## config.mk

```make
export PLATFORM = sky130hd
export DESIGN_NAME = systolic_ctrl
export DESIGN_NICKNAME = d
export VERILOG_FILES = /design/src/rtl/systolic_pkg.sv /design/src/rtl/valid_delay_line.sv /design/src/rtl/systolic_ctrl.sv
export SDC_FILE = /design/constraint.sdc
export NUM_CORES = 1
export LEC_CHECK = 0
export CAP_MARGIN = 10
export CORE_ASPECT_RATIO = 0.9
export CORE_UTILIZATION = 40
export CTS_CLUSTER_SIZE = 28
export DETAILED_ROUTE_END_ITERATION = 6
export GPL_TIMING_DRIVEN = 0
export PLACE_DENSITY = 0.68
export SLEW_MARGIN = 30
export SYNTH_ARGS = -nofsm -noshare
export SYNTH_HDL_FRONTEND = slang
export SYNTH_SLANG_ARGS = --single-unit
export TNS_END_PERCENT = 20
```

## constraint.sdc

```tcl
create_clock -name clk -period 4.3 [get_ports clk]
set_input_delay 0.645 -clock clk [delete_from_list [all_inputs] [get_ports clk]]
set_output_delay 0.645 -clock clk [all_outputs]
set_load 0.02 [all_outputs]
```

## src/rtl/systolic_pkg.sv

```systemverilog
// Shared types and default sizing for the systolic array sequencer.
package systolic_pkg;

    typedef enum logic [2:0] {
        IDLE,
        LOAD_W,
        FEED,
        DRAIN,
        DONE
    } ctrl_state_t;

    localparam int DEF_N   = 8;
    localparam int DEF_AW  = 8;
    localparam int DEF_LAT = 2 * DEF_N;

endpackage

```

## src/rtl/valid_delay_line.sv

```systemverilog
// Shift-register delay for a single valid bit, with an all-stages-clear flag.
module valid_delay_line #(
    parameter int DEPTH = 4
) (
    input  logic clk_i,
    input  logic reset_i,
    input  logic bit_i,
    output logic bit_o,
    output logic empty_o
);

    logic [DEPTH-1:0] sr_q;

    always_ff @(posedge clk_i or posedge reset_i) begin
        if (reset_i) begin
            sr_q <= '0;
        end else begin
            sr_q <= DEPTH'({sr_q, bit_i});
        end
    end

    assign bit_o   = sr_q[DEPTH-1];
    assign empty_o = ~|sr_q;

endmodule

```

## src/rtl/systolic_ctrl.sv

```systemverilog
// Weight-stationary systolic array sequencer: load weights, stream activations, write results.
// Optional cycle counter output perf_cycles enabled by defining SYSTOLIC_CTRL_PERF_EN.
module systolic_ctrl
    import systolic_pkg::*;
#(
    parameter int N   = DEF_N,
    parameter int AW  = DEF_AW,
    parameter int LAT = DEF_LAT
) (
    input  logic          clk,
    input  logic          reset,
    input  logic          start,
    input  logic [AW-1:0] m_rows,
    input  logic [AW-1:0] w_base,
    input  logic [AW-1:0] a_base,
    input  logic [AW-1:0] r_base,
    output logic          busy,
    output logic          done,
    output logic          w_rd_en,
    output logic [AW-1:0] w_rd_addr,
    output logic          w_load,
    output logic          a_rd_en,
    output logic [AW-1:0] a_rd_addr,
    output logic          a_valid,
    output logic          r_wr_en,
    output logic [AW-1:0] r_wr_addr
`ifdef SYSTOLIC_CTRL_PERF_EN
    ,
    output logic [31:0]   perf_cycles
`endif
);

    ctrl_state_t   state_q;
    logic [AW-1:0] cnt_q, res_cnt_q, m_q, wb_q, ab_q, rb_q;
    logic          busy_q, done_q, w_rd_en_q, w_load_q, a_rd_en_q, a_valid_q, r_wr_en_q;
    logic [AW-1:0] w_rd_addr_q, a_rd_addr_q, r_wr_addr_q;
    logic          dl_out, dl_empty;

    // The final r_wr_en register adds the last cycle of the LAT-cycle delay.
    valid_delay_line #(.DEPTH(LAT - 1)) u_dly (
        .clk_i   (clk),
        .reset_i (reset),
        .bit_i   (a_valid_q),
        .bit_o   (dl_out),
        .empty_o (dl_empty)
    );

    always_ff @(posedge clk or posedge reset) begin
        if (reset) begin
            state_q     <= IDLE;
            cnt_q       <= '0;
            res_cnt_q   <= '0;
            m_q         <= '0;
            wb_q        <= '0;
            ab_q        <= '0;
            rb_q        <= '0;
            busy_q      <= 1'b0;
            done_q      <= 1'b0;
            w_rd_en_q   <= 1'b0;
            w_rd_addr_q <= '0;
            w_load_q    <= 1'b0;
            a_rd_en_q   <= 1'b0;
            a_rd_addr_q <= '0;
            a_valid_q   <= 1'b0;
            r_wr_en_q   <= 1'b0;
            r_wr_addr_q <= '0;
        end else begin
            w_load_q  <= w_rd_en_q;
            a_valid_q <= a_rd_en_q;
            r_wr_en_q <= dl_out;
            done_q    <= 1'b0;
            if (dl_out) begin
                r_wr_addr_q <= rb_q + res_cnt_q;
                res_cnt_q   <= res_cnt_q + 1'b1;
            end

            case (state_q)
                IDLE: begin
                    if (start) begin
                        m_q         <= m_rows;
                        wb_q        <= w_base;
                        ab_q        <= a_base;
                        rb_q        <= r_base;
                        cnt_q       <= '0;
                        res_cnt_q   <= '0;
                        busy_q      <= 1'b1;
                        w_rd_en_q   <= 1'b1;
                        w_rd_addr_q <= w_base;
                        state_q     <= LOAD_W;
                    end
                end
                LOAD_W: begin
                    if (cnt_q == AW'(N - 1)) begin
                        w_rd_en_q <= 1'b0;
                        cnt_q     <= '0;
                        if (m_q != '0) begin
                            a_rd_en_q   <= 1'b1;
                            a_rd_addr_q <= ab_q;
                            state_q     <= FEED;
                        end else begin
                            state_q <= DRAIN;
                        end
                    end else begin
                        cnt_q       <= cnt_q + 1'b1;
                        w_rd_addr_q <= wb_q + cnt_q + 1'b1;
                    end
                end
                FEED: begin
                    if (cnt_q == m_q - 1'b1) begin
                        a_rd_en_q <= 1'b0;
                        state_q   <= DRAIN;
                    end else begin
                        cnt_q       <= cnt_q + 1'b1;
                        a_rd_addr_q <= ab_q + cnt_q + 1'b1;
                    end
                end
                DRAIN: begin
                    // Exit once nothing feeds the output registers, so done lands right after the last strobe.
                    if (!a_valid_q && dl_empty) begin
                        done_q  <= 1'b1;
                        state_q <= DONE;
                    end
                end
                DONE: begin
                    busy_q  <= 1'b0;
                    state_q <= IDLE;
                end
                default: state_q <= IDLE;
            endcase
        end
    end

    assign busy      = busy_q;
    assign done      = done_q;
    assign w_rd_en   = w_rd_en_q;
    assign w_rd_addr = w_rd_addr_q;
    assign w_load    = w_load_q;
    assign a_rd_en   = a_rd_en_q;
    assign a_rd_addr = a_rd_addr_q;
    assign a_valid   = a_valid_q;
    assign r_wr_en   = r_wr_en_q;
    assign r_wr_addr = r_wr_addr_q;

`ifdef SYSTOLIC_CTRL_PERF_EN
    logic [31:0] perf_q;

    always_ff @(posedge clk or posedge reset) begin
        if (reset) begin
            perf_q <= '0;
        end else if (state_q == IDLE && start) begin
            perf_q <= '0;
        end else if (busy_q && perf_q != 32'hFFFF_FFFF) begin
            perf_q <= perf_q + 1'b1;
        end
    end

    assign perf_cycles = perf_q;
`endif

endmodule

```

==> metrics.cfg <==
[run_status]
outcome=finished, violations left
violations=DRC

[global_routing]
met3_usage=0.0535
busiest_layer=met2
met2_usage=0.323
grt_overflow=0
grt_util_met1=0.236
globalRouteTotalUtil=0.194
grt_max_degree=61
grt_pass1_vias=4001
antenna_found_initial=0
grt_pass1_wl_mm=19.7

[drt]
drc=2
drt_iter0_drc=178
ant_nets=0
viasPerCell=5.37
wl_mm=11.8
wire_per_inst_um=16.3
first_pass_iters=6
via_count=3904

[clock_tree]
htreeDepth=3
cts_hold_buf=0
cts_buffer_depth=2
cts_tree=yes
cts_inserted_buffers=9
insertion_delay_ns=0.35
cts.sink_count=97
post_cts_resized=0
cts_setup_buffers=0
clk_pin_slew_ns=0.06
clockRootBuffer=clkbuf_16

[sta]
timing.hold.ws_ns=0.379
hold_viol=0
rsz0062_at_grt=no
slew_violations=0
final.min_clock_period_ns=3.02
worst_slack_ns=1.28
worst_pin_slew_ns=0.746
finClkSkew_ns=0.00678
setup_viol=0
fin_crit_sh=0.703
tns_ns=0
fmax_mhz=331
slew_headroom=0.500

[layout]
layout-drive-gt1-share=0.123
areaGrowthSynthToFinish_pct=22.6
fill_cells=1152
multi_input_area_sq_um=2610
seq_area_sq_um=2430
fin_util=0.501
layout_common_cells=dfrtp_1 (97), clkdlybuf4s50_1 (65), nand2_1 (40)
finalNonFillerCells=727
antenna_cells=0
nets=620
layout_commonest_cell=dfrtp_1

[synthesis]
synth_top_cell_by_area=dfrtp_1
synth_fp_nets=543
synth_area_leaders=dfrtp_1 (47%), mux2_2 (8.0%), ha_1 (5.8%)
synth_edf_count=0
async_flop_share=1.00
synth_flop_cell=dfrtp_1
yosys.area.top_type_share=0.468
synth.ff_latch_count=97
yosysSeqAreaShare=0.468
syn_area_sq_um=5190
ys_warn_count=0
syn_inst=481
synth_cell_types=61
avgSynthCellArea_sq_um=10.8

[critical_path]
crit_required_ns=4.54
worstSetupStartpoint=start
r2r-end=rb_q[5]
cp-end-kind=flip-flop
crit_path_start_kind=primary input
cp.arrival_ns=3.26
r2r_setup_slack_ns=1.34
reg2reg_from=state_q[0]
worst-path-max-fanout=10
crit_type=in2reg
rr_worst_depth=6

[placed_design]
dp_cells=711
dp_slack_ns=0.886
io_buffers=65
dp_hpwl_mm=8.55
gp_congestion=0.830

[die]
ios=66
dieHeight_um=110
die_w_um=122
start_util=0.409
die-area_sq_um=13400
rows=39
core_area_sq_um=12700

[power]
p_clk_frac=0.164
switching_share=0.394
ir_worst_vdd_uv=394
p_sw_uw=1920
powerDensity_nw_per_um2=765
power_frac_seq=0.329
leakage_uw=0.00266
combPwrFrac=0.507
intPower_uw=2950

[run]
drv_cap=0

[worst_hold_path]
worstHoldStart=u_dly.sr_q[4]
hold_path_class=reg2reg
hold_path_end=u_dly.sr_q[5]
hold_path_depth=0

[flip-flops by register name, summed over array words and instances (netlist names), 3 cells and up]
| name | flops |
|---|---|
| a_rd_addr | 8 |
| w_rd_addr | 8 |
| state_q | 3 |
| cnt_q | 8 |
| u_dly.sr_q | 15 |
| rb_q | 8 |
| r_wr_addr | 8 |
| res_cnt_q | 8 |
| m_q | 8 |
| wb_q | 8 |
| ab_q | 8 |
[per-stage QoR]
stage,instance area [sq um],total power (uW)
after floorplan,5190,3350
after global placement,6040,3970
after detailed placement,6070,4090
after CTS,6360,4910
after global routing,6360,5270
final,6360,4870
[layer usage]
| metal | wire length, um | part of all wire |
|---|---|---|
| met1 | 5300 | 0.45 |
| met2 | 5800 | 0.49 |
| met3 | 452 | 0.038 |
| met4 | 270 | 0.023 |
| met5 | 0 | 0 |
[cell families after synthesis]
logic type,synth area share
AOI/OAI and AO/OA,0.118
DFF,0.468
adders and majority gates,0.0695
muxes,0.106
xor gates and xnor gates,0.0523
and+or+nand+nor,0.155
buffers and inverters,0.0306
[synthesized netlist by cell type (all sizes together) (2+ instances only)]
cell	instances
nand2b	4
inv	21
o31ai	4
o211a	2
dfrtp	97
xnor2	22
or3b	4
nor3b	8
o311a	2
nand4b	2
nor4	7
o211ai	3
nand2	40
a21oi	20
nand3b	4
nor4b	3
a311oi	3
nor2b	3
nand4	7
nor3	11
o2111ai	2
and3	4
nand3	4
mux2i	12
a211oi	2
o21ai	26
and2	2
a21o	7
o21bai	2
mux2	38
or4	5
clkbuf	16
buf	3
or3	5
o21a	5
xor2	9
nor2	28
ha	24
o2bb2ai	2
and4b	2
fa	3
a2111oi	2
[how the worst max path moves through the flow]
stage	endpoint	slack, ns
after floorplan	a_rd_addr[0]	1.12
after global placement	w_rd_addr[2]	-0.29
after detailed placement	rb_q[5]	0.89
after CTS	rb_q[5]	1.25
after global routing	rb_q[5]	1.05
final	rb_q[5]	1.28
[worst max-delay path, stage by stage]
cell	delay, ns
clkdlybuf4s50_1	0.56
inv_1	0.08
nor4_1	0.44
clkbuf_1	0.58
clkbuf_1	0.54
mux2_2	0.41
[layout make-up]
cell class                 count  share of cell area
sequential                    97               0.382
clock buffer                  10              0.0360
multi-input combinational    344               0.410
inverter                      21              0.0132
buffer                        19              0.0126
timing repair buffer          66               0.105
tap                          164              0.0323
clock inverter                 6             0.00924
[power groups by stage]
stage                     Combinational (uW)  Clock, uW  Sequential, uW
after floorplan                         1680          0            1670
after CTS                               2490        820            1600
final                                   2470        798            1600
after detailed placement                2470          0            1620
after global routing                    2760        853            1660
after global placement                  2370          0            1600
Note: power is estimated with default switching activity, not from simulation.
